### src/rtl/pe_operand_feeder_if.sv
// Host and PE-side signal bundle for the operand feeder.
// The feeder connects through the slave modport; the host/PE side uses master.
interface pe_operand_feeder_if;
  logic               wr_en;
  logic               wr_sel;
  logic [3:0]         wr_addr;
  logic signed [15:0] wr_data;
  logic               go;
  logic [7:0]         len;
  logic               abort;
  logic               busy;
  logic               done;
  logic signed [15:0] result;
  logic               result_sat;
  logic               pe_start;
  logic               pe_awe;
  logic               pe_bwe;
  logic signed [15:0] pe_a;
  logic signed [15:0] pe_b;
  logic [7:0]         pe_max_cntr;
  logic               pe_aff;
  logic               pe_bff;
  logic               pe_se;
  logic signed [15:0] pe_s_out;
  logic               pe_sat;

  modport slave (
    input  wr_en, wr_sel, wr_addr, wr_data, go, len, abort,
    input  pe_aff, pe_bff, pe_se, pe_s_out, pe_sat,
    output busy, done, result, result_sat,
    output pe_start, pe_awe, pe_bwe, pe_a, pe_b, pe_max_cntr
  );

  modport master (
    output wr_en, wr_sel, wr_addr, wr_data, go, len, abort,
    output pe_aff, pe_bff, pe_se, pe_s_out, pe_sat,
    input  busy, done, result, result_sat,
    input  pe_start, pe_awe, pe_bwe, pe_a, pe_b, pe_max_cntr
  );
endinterface

### src/rtl/pe_operand_feeder.sv
// Streams up to 16 A/B operand pairs from host-loaded buffers into a PE,
// honouring per-stream full flags, then captures the PE result.
//
// state | meaning
// IDLE  | waiting for go; host may load the operand buffers
// START | one-cycle pe_start pulse, pe_max_cntr already valid
// FEED  | A and B streams advance independently, gated by pe_aff/pe_bff
// WAIT  | all pairs sent, waiting for pe_se to capture the result
// DONE  | one-cycle done pulse
module pe_operand_feeder (
  input  logic              clk,
  input  logic              rst_n,
  pe_operand_feeder_if.slave bus
);

  typedef enum logic [2:0] {IDLE, START, FEED, WAIT, DONE} state_t;

  state_t             state;
  logic signed [15:0] buf_a [16];
  logic signed [15:0] buf_b [16];
  logic [4:0]         eff_len;
  logic [4:0]         eff_len_next;
  logic [4:0]         a_idx;
  logic [4:0]         b_idx;
  logic               a_more;
  logic               b_more;
  logic               a_push;
  logic               b_push;
  logic               busy_q;
  logic               done_q;
  logic               start_q;
  logic signed [15:0] result_q;
  logic               sat_q;

  assign eff_len_next = (bus.len > 8'd16) ? 5'd16 : bus.len[4:0];

  assign a_more = (a_idx < eff_len);
  assign b_more = (b_idx < eff_len);
  // Full flags gate the strobes in the same cycle so no element is lost.
  assign a_push = (state == FEED) && a_more && !bus.pe_aff;
  assign b_push = (state == FEED) && b_more && !bus.pe_bff;

  assign bus.pe_awe      = a_push;
  assign bus.pe_bwe      = b_push;
  assign bus.pe_a        = buf_a[a_idx[3:0]];
  assign bus.pe_b        = buf_b[b_idx[3:0]];
  assign bus.pe_max_cntr = {3'b000, eff_len};
  assign bus.pe_start    = start_q;
  assign bus.busy        = busy_q;
  assign bus.done        = done_q;
  assign bus.result      = result_q;
  assign bus.result_sat  = sat_q;

  // Operand storage is deliberately left out of reset.
  always_ff @(posedge clk) begin
    if (bus.wr_en && !busy_q) begin
      if (bus.wr_sel) buf_b[bus.wr_addr] <= bus.wr_data;
      else            buf_a[bus.wr_addr] <= bus.wr_data;
    end
  end

  always_ff @(posedge clk or negedge rst_n) begin
    if (!rst_n) begin
      state    <= IDLE;
      busy_q   <= 1'b0;
      done_q   <= 1'b0;
      start_q  <= 1'b0;
      a_idx    <= 5'd0;
      b_idx    <= 5'd0;
      eff_len  <= 5'd0;
      result_q <= 16'sd0;
      sat_q    <= 1'b0;
    end else begin
      done_q  <= 1'b0;
      start_q <= 1'b0;
      if (state != IDLE && bus.abort) begin
        state  <= IDLE;
        busy_q <= 1'b0;
        a_idx  <= 5'd0;
        b_idx  <= 5'd0;
      end else begin
        case (state)
          IDLE: begin
            if (bus.go) begin
              eff_len <= eff_len_next;
              a_idx   <= 5'd0;
              b_idx   <= 5'd0;
              busy_q  <= 1'b1;
              if (bus.len == 8'd0) begin
                state    <= DONE;
                done_q   <= 1'b1;
                result_q <= 16'sd0;
                sat_q    <= 1'b0;
              end else begin
                state   <= START;
                start_q <= 1'b1;
              end
            end
          end
          START: state <= FEED;
          FEED: begin
            if (a_push) a_idx <= a_idx + 5'd1;
            if (b_push) b_idx <= b_idx + 5'd1;
            if (!a_more && !b_more) state <= WAIT;
          end
          WAIT: begin
            if (bus.pe_se) begin
              result_q <= bus.pe_s_out;
              sat_q    <= bus.pe_sat;
              state    <= DONE;
              done_q   <= 1'b1;
            end
          end
          DONE: begin
            state  <= IDLE;
            busy_q <= 1'b0;
          end
          default: begin
            state  <= IDLE;
            busy_q <= 1'b0;
          end
        endcase
      end
    end
  end

endmodule

### src/flat_wrapper.sv
// flat-port wrapper written by rule: the top's interface ports become plain ports
module pe_operand_feeder_flat 
  (clk, rst_n, bus_wr_en, bus_wr_sel, bus_wr_addr, bus_wr_data, bus_go, bus_len, bus_abort, bus_pe_aff, bus_pe_bff, bus_pe_se, bus_pe_s_out, bus_pe_sat, bus_busy, bus_done, bus_result, bus_result_sat, bus_pe_start, bus_pe_awe, bus_pe_bwe, bus_pe_a, bus_pe_b, bus_pe_max_cntr);
  pe_operand_feeder_if bus_i ();
  input  logic clk;
  input  logic rst_n;
  input wire logic [$bits(bus_i.wr_en)-1:0] bus_wr_en;
  input wire logic [$bits(bus_i.wr_sel)-1:0] bus_wr_sel;
  input wire logic [$bits(bus_i.wr_addr)-1:0] bus_wr_addr;
  input wire logic [$bits(bus_i.wr_data)-1:0] bus_wr_data;
  input wire logic [$bits(bus_i.go)-1:0] bus_go;
  input wire logic [$bits(bus_i.len)-1:0] bus_len;
  input wire logic [$bits(bus_i.abort)-1:0] bus_abort;
  input wire logic [$bits(bus_i.pe_aff)-1:0] bus_pe_aff;
  input wire logic [$bits(bus_i.pe_bff)-1:0] bus_pe_bff;
  input wire logic [$bits(bus_i.pe_se)-1:0] bus_pe_se;
  input wire logic [$bits(bus_i.pe_s_out)-1:0] bus_pe_s_out;
  input wire logic [$bits(bus_i.pe_sat)-1:0] bus_pe_sat;
  output wire logic [$bits(bus_i.busy)-1:0] bus_busy;
  output wire logic [$bits(bus_i.done)-1:0] bus_done;
  output wire logic [$bits(bus_i.result)-1:0] bus_result;
  output wire logic [$bits(bus_i.result_sat)-1:0] bus_result_sat;
  output wire logic [$bits(bus_i.pe_start)-1:0] bus_pe_start;
  output wire logic [$bits(bus_i.pe_awe)-1:0] bus_pe_awe;
  output wire logic [$bits(bus_i.pe_bwe)-1:0] bus_pe_bwe;
  output wire logic [$bits(bus_i.pe_a)-1:0] bus_pe_a;
  output wire logic [$bits(bus_i.pe_b)-1:0] bus_pe_b;
  output wire logic [$bits(bus_i.pe_max_cntr)-1:0] bus_pe_max_cntr;
  assign bus_i.wr_en = bus_wr_en;
  assign bus_i.wr_sel = bus_wr_sel;
  assign bus_i.wr_addr = bus_wr_addr;
  assign bus_i.wr_data = bus_wr_data;
  assign bus_i.go = bus_go;
  assign bus_i.len = bus_len;
  assign bus_i.abort = bus_abort;
  assign bus_i.pe_aff = bus_pe_aff;
  assign bus_i.pe_bff = bus_pe_bff;
  assign bus_i.pe_se = bus_pe_se;
  assign bus_i.pe_s_out = bus_pe_s_out;
  assign bus_i.pe_sat = bus_pe_sat;
  assign bus_busy = bus_i.busy;
  assign bus_done = bus_i.done;
  assign bus_result = bus_i.result;
  assign bus_result_sat = bus_i.result_sat;
  assign bus_pe_start = bus_i.pe_start;
  assign bus_pe_awe = bus_i.pe_awe;
  assign bus_pe_bwe = bus_i.pe_bwe;
  assign bus_pe_a = bus_i.pe_a;
  assign bus_pe_b = bus_i.pe_b;
  assign bus_pe_max_cntr = bus_i.pe_max_cntr;
  pe_operand_feeder u_core (.clk(clk), .rst_n(rst_n), .bus(bus_i));
endmodule
### config.mk
export PLATFORM = sky130hd
export DESIGN_NAME = pe_operand_feeder_flat
export DESIGN_NICKNAME = d
export VERILOG_FILES = /design/src/rtl/pe_operand_feeder_if.sv /design/src/rtl/pe_operand_feeder.sv /design/src/flat_wrapper.sv
export SDC_FILE = /design/constraint.sdc
export NUM_CORES = 1
export LEC_CHECK = 0
export CAP_MARGIN = 0
export CORE_MARGIN = 5
export CORE_UTILIZATION = 64
export DETAILED_ROUTE_END_ITERATION = 16
export PLACE_DENSITY = 0.84
export SETUP_SLACK_MARGIN = 0.1
export SLEW_MARGIN = 15
export SYNTH_ARGS = -nofsm -noshare
export SYNTH_HDL_FRONTEND = slang
export SYNTH_SLANG_ARGS = --single-unit
### constraint.sdc
create_clock -name clk -period 6.5 [get_ports clk]
set_input_delay 0.65 -clock clk [delete_from_list [all_inputs] [get_ports clk]]
set_output_delay 0.65 -clock clk [all_outputs]
set_load 0.01 [all_outputs]
==> results of run 1 <==
-- stage by stage --
| stage | power, µW | cells | util |
|---|---|---|---|
| after floorplan | 4954 | 1153 | - |
| after global placement | 5402 | 1691 | 0.6987 |
| after detailed placement | 5436 | 1691 | 0.6987 |
| after CTS | 8425 | 1783 | 0.7491 |
| after global routing | 8678 | 1783 | 0.7482 |
| final | 8379 | 1783 | 0.7482 |
-- state kept, by name, indices dropped and copies added (netlist names), 3 cells and up --
register / count
u_core.b_idx: 5
u_core.bus.result: 16
u_core.buf_b: 256
u_core.buf_a: 256
u_core.a_idx: 5
u_core.state: 3
u_core.eff_len: 5
-- cells by family after synthesis --
| family | count (synthesis) | synth area share |
|---|---|---|
| XOR/XNOR | 3 | 0.001210 |
| buffers and inverters | 88 | 0.01786 |
| other | 1 | 0.0001727 |
| adder cells (fa/ha/maj) | 10 | 0.005761 |
| multiplexers | 192 | 0.1448 |
| flip-flops | 550 | 0.7517 |
| AO/OA/AOI/OAI | 145 | 0.04298 |
| AND/OR/NAND/NOR | 162 | 0.03549 |
-- final cells by class --
type / instances / share of cell area
clock inverter: 30 / 0.01391
multi-input combinational: 515 / 0.2002
sequential: 550 / 0.6511
timing repair buffer: 152 / 0.05525
clock buffer: 62 / 0.05336
inverter: 26 / 0.003890
tap: 448 / 0.02234
-- worst max-delay path, cell delays in order, from the launching register on --
cell and delay [ns]:
dfrtp_1 1.05, buf_4 0.46, and2_1 0.91, a221oi_1 0.28, a22oi_1 0.30, nand2_1 0.11
clkdlybuf4s50_1 0.50
-- worst paths after layout --
check / start / end / slack [ns] / depth (start not counted)
worst min-delay path: rst_n / u_core.bus.result[11]$_DFFE_PN0P_ / 0.18 / 1
worst max register to register: u_core.a_idx[1]$_DFFE_PN0P_ / u_core.a_idx[3]$_DFFE_PN0P_ / 3.24 / 5
worst max-delay path: u_core.a_idx[1]$_DFFE_PN0P_ / bus_pe_a[10] / 1.67 / 6
worst min register to register: u_core.bus.result[0]$_DFFE_PN0P_ / u_core.bus.result[0]$_DFFE_PN0P_ / 0.52 / 2
min in group clk: u_core.bus.result[0]$_DFFE_PN0P_ / u_core.bus.result[0]$_DFFE_PN0P_ / 0.52 / 2
max in group asynchronous: rst_n / u_core.b_idx[0]$_DFFE_PN0P_ / 5.72 / 1
-- routing by layer --
metal / GRT usage / part of all wire / up-vias
met5: 0 / 0 / -
met4: 0.08698 / 0.034 / 0
met3: 0.04605 / 0.11 / 122
met2: 0.4216 / 0.49 / 821
met1: 0.3641 / 0.37 / 5864
li1: - / - / 4907
-- cell usage after synthesis, types with 2 or more instances --
cell / number
edfxtp_1: 512
nor4_1: 2
buf_6: 2
nor2_1: 41
o2bb2ai_1: 3
or3_1: 2
mux2_2: 18
a21oi_1: 31
o311a_1: 3
inv_1: 26
o21ba_2: 2
mux2i_1: 78
a31oi_1: 7
nand3_1: 9
o21ai_0: 40
nand4b_1: 2
nand2_1: 64
and2_1: 14
ha_1: 10
clkbuf_1: 34
a21o_1: 5
a22oi_1: 17
nor2_2: 3
mux4_2: 96
xnor2_1: 3
o22ai_1: 2
dfrtp_1: 38
a221oi_1: 16
nand2b_1: 5
buf_2: 22
nor2b_1: 8
nand3b_1: 2
a211oi_1: 16
buf_4: 4
nor3_1: 2
-- where the power goes --
| group | internal, µW | switching [µW] | total, µW |
|---|---|---|---|
| Clock | 1750 | 1260 | 3010 |
| Sequential | 3980 | 160 | 4140 |
| Combinational | 663 | 567 | 1230 |
==> reports/metrics.yaml, run 1 <==
status: "completed"
multi_input_area_um2: 5022
vias: 11710
syn-cell-area_um2: 21720
synth_top_area_cell: "edfxtp_1"
grt_max_degree: 59
cap_viol_max_count: 0
postPlaceCellArea_um2: 23430
synth_top_cell_area_share: 0.7079
gp_congestion: 0.8034
crit_type: "register to output pin"
start_util: 0.6477
yosysWarningCount: 0
core_um2: 33530
insertion_delay_ns: 0.57
final.setup.worst_slack_ns: 1.670
drive_above_1_share: 0.1880
htreeDepth: 2
critPathMaxFanout: 22
design.die.area_um2: 37720
postRouteAntennaNets: 0
synth-async-reset-ratio: 0.06909
root_buffer: "clkbuf_16"
synthTopCellsByArea: "edfxtp_1, mux4_2, dfrtp_1"
dieWidth_um: 194.2
synth_edf_count: 512
min_period_ns: 4.830
antenna_found_initial: 0
synth-seq-cells: 550
tightest_slew_ns: 1.185
crit_arrival_ns: 4.18
yosys.cell_types.count: 47
setup_viol: 0
crit_required_ns: 5.85
cts_sinks: 550
slew_headroom: 0.2072
period_share: 0.7430
layout_commonest_cell: "edfxtp_1"
drc: 0
ys_seq_area_frac: 0.7517
post-place-ws_ns: 2.423
rows: 67
overflow: 0
nNetsFinal: 1361
die_y_um: 194.2
cts.path.max_buffers: 3
ios: 116
wl_per_cell_um: 27.60
startpoint_type: "register"
timing.fmax_ghz: 0.2071
drv_slew: 0
avgSynthCellArea_um2: 18.87
drtIter0Drc: 1567
synth_ff_type: "edfxtp_1"
hold_slack_ns: 0.1806
rsz0062_at_grt: "false"
cts.repair.resized: 0
syn2layout_area_growth_pct: 15.53
finalHoldViolCount: 0
min_path_type: "input port to asynchronous set/reset pin"
grt_usage: 0.2587
cts-buffers-inserted: 52
drt_wl_total_um: 49210
fin_worst_skew_ns: 0.02466
postCtsSetupBuffers: 0
synthCells: 1151
fin_area_um2: 25090
cts_tree: "built"
fill_cells: 1796
grt_pass1_vias: 11820
final_cell_mix: "edfxtp_1, clkdlybuf4s50_1, mux4_2"
powerDensity_nw_per_um2: 333.9
path_clk_slew_ns: 0.06
regArea_um2: 16340
viasPerCell: 6.570
grt_pass1_wl_um: 73330
ir_worst_vdd_uv: 337.8
power_leakage_uw: 0.008199
tns_ns: 0
dr.pass1.iters: 5
cts_hold_buf: 0
port_buffers: 112
diodes: 0
dp_hpwl_um: 27290
end_kind: "output pin"
Power figures use the tool's default switching activity.
==> inputs of run 2 (changes only) <==
- CORE_UTILIZATION: 64 -> 60
- PLACE_DENSITY: 0.84 -> 0.8
- clock period: 6.5 -> 4.8 ns (I/O delays scaled with it)
==> run 2 against run 1 <==
  * Worst hold slack worse by 0.15 ns
  * Clock-buffer cell count up 3
  * Critical path depth unchanged
  * Clock power up 28%
  * Largest cell class unchanged
  * Flip-flop and latch count unchanged
  * Clock skew down 0.013 ns
  * Utilization down 4.6 points
  * Largest power group unchanged
  * Die area up 6.3%
  * Combinational power up 36%
  * Global-route usage down 2.3 points
  * Highest routed layer unchanged
  * Final cell count up 0.67%
  * Sequential power up 35%
==> reports/metrics.yaml, run 2 (synthesis gave the netlist of run 1 again) <==
cts_tree: "built"
cts_sinks: 550
design.die.area_um2: 40100
r2r_start: "u_core.b_idx[0]$_DFFE_PN0P_"
slew_headroom: 0.1999
vias: 11460
port_buffers: 112
internal-power_uw: 8501
tightest_slew_ns: 1.200
power_leakage_uw: 0.008175
post-place-ws_ns: 1.377
insertion_delay_ns: 0.56
min_path_type: "input port to asynchronous set/reset pin"
hold_slack_ns: 0.02888
rows: 69
rsz0062_at_grt: "false"
powerDensity_nw_per_um2: 443.9
cts_hold_buf: 0
layout_commonest_cell: "edfxtp_1"
power_frac_clock: 0.347
ff2ff_setup_slack_ns: 2.17
diodes: 0
critPathMaxFanout: 43
tns_ns: 0
cts.repair.resized: 0
dieWidth_um: 200.3
p_seq_frac: 0.503
drive_above_1_share: 0.1897
overflow: 0
drv_slew: 0
crit_arrival_ns: 3.50
dp_hpwl_um: 27140
syn2layout_area_growth_pct: 15.30
htreeDepth: 2
ios: 116
reg2reg_to: "u_core.b_idx[0]$_DFFE_PN0P_"
startpoint: "u_core.b_idx[0]$_DFFE_PN0P_"
path_clk_slew_ns: 0.06
p_sw_uw: 2615
setup_viol: 0
grt_pass1_wl_um: 72560
grt_max_degree: 52
drc: 0
startpoint_type: "register"
root_buffer: "clkbuf_16"
crit_required_ns: 4.32
fin_worst_skew_ns: 0.01201
period_share: 0.8282
cts.path.max_buffers: 3
antenna_found_initial: 0
postCtsSetupBuffers: 0
ir_worst_vdd_uv: 355.7
grt_usage: 0.2358
cts-buffers-inserted: 51
gp_congestion: 0.7706
end_kind: "output pin"
nNetsFinal: 1363
reg2reg_depth: 6
viasPerCell: 6.382
wl_per_cell_um: 26.46
fill_cells: 2146
p_sw_frac: 0.2353
status: "completed"
postRouteAntennaNets: 0
grt_pass1_vias: 11910
drt_wl_total_um: 47490
final.setup.worst_slack_ns: 0.8246
core_um2: 35660
start_util: 0.6091
finalHoldViolCount: 0
drtIter0Drc: 1167
dr.pass1.iters: 5
final_cell_mix: "edfxtp_1, clkdlybuf4s50_1, mux4_2"
timing.fmax_ghz: 0.2515
cp-endpoint: "bus_pe_b[13]"
min_period_ns: 3.975
die_y_um: 200.3
pwr-share-comb: 0.150
cap_viol_max_count: 0
crit_type: "register to output pin"
==> run 2: area by class of cell <==
| cell class | instances | area [µm²] | area share |
|---|---|---|---|
| Sequential cell | 550 | 16340 | 0.6524 |
| Multi-Input combinational cell | 515 | 5027 | 0.2008 |
| Timing Repair Buffer | 155 | 1431 | 0.05716 |
| Clock buffer | 65 | 1359 | 0.05426 |
| Tap cell | 461 | 576.8 | 0.02303 |
| Clock inverter | 23 | 212.7 | 0.008494 |
| Inverter | 26 | 97.59 | 0.003897 |
==> run 2: stage by stage <==
stage | area [µm²] | instances | utilization | total power [µW]
final | 25040 | 1795 | 0.7023 | 11120
after global routing | 25040 | 1795 | 0.7023 | 11560
after CTS | 25090 | 1795 | 0.7035 | 11200
after detailed placement | 23510 | 1707 | 0.6595 | 7372
after global placement | 23510 | 1707 | 0.6595 | 7327
after floorplan | 21730 | 1153 | - | 6708
==> run 2: critical path, cell delays in order, from the launching register on <==
cell and delay (ns):
dfrtp_4 0.98, buf_4 0.40, mux4_2 0.54, and2_1 0.17, a211oi_1 0.21, a21oi_1 0.10, clkdlybuf4s50_1 0.51
==> run 2: power groups by stage <==
| stage | clock network (µW) | logic, µW | registers, µW |
|---|---|---|---|
| floorplan | 0 | 1120 | 5590 |
| global placement | 0 | 1630 | 5690 |
| detailed placement | 0 | 1670 | 5710 |
| CTS | 3910 | 1690 | 5610 |
| global route | 4130 | 1800 | 5630 |
| finish | 3850 | 1670 | 5590 |
==> run 2: worst min path at each step <==
stage	from	to	cells past startpoint	slack (ns)
global route	rst_n	u_core.bus.result_sat$_DFFE_PN0P_	1	0.09
CTS	rst_n	u_core.bus.result[0]$_DFFE_PN0P_	1	0.04
detailed placement	u_core.bus.result[2]$_DFFE_PN0P_	u_core.bus.result[2]$_DFFE_PN0P_	2	0.52
finish	rst_n	u_core.bus.result[0]$_DFFE_PN0P_	1	0.03
floorplan	rst_n	u_core.a_idx[0]$_DFFE_PN0P_	0	0.18
global placement	u_core.eff_len[4]$_DFFE_PN0P_	u_core.eff_len[4]$_DFFE_PN0P_	2	0.50
==> run 2: layer usage <==
layer / global-route usage / vias to the layer above / part of all wire
met4: 0.06072 / 0 / 0.025
met1: 0.3303 / 5927 / 0.40
met3: 0.04641 / 80 / 0.080
met5: 0 / - / 0
li1: - / 4891 / -
met2: 0.3907 / 558 / 0.50
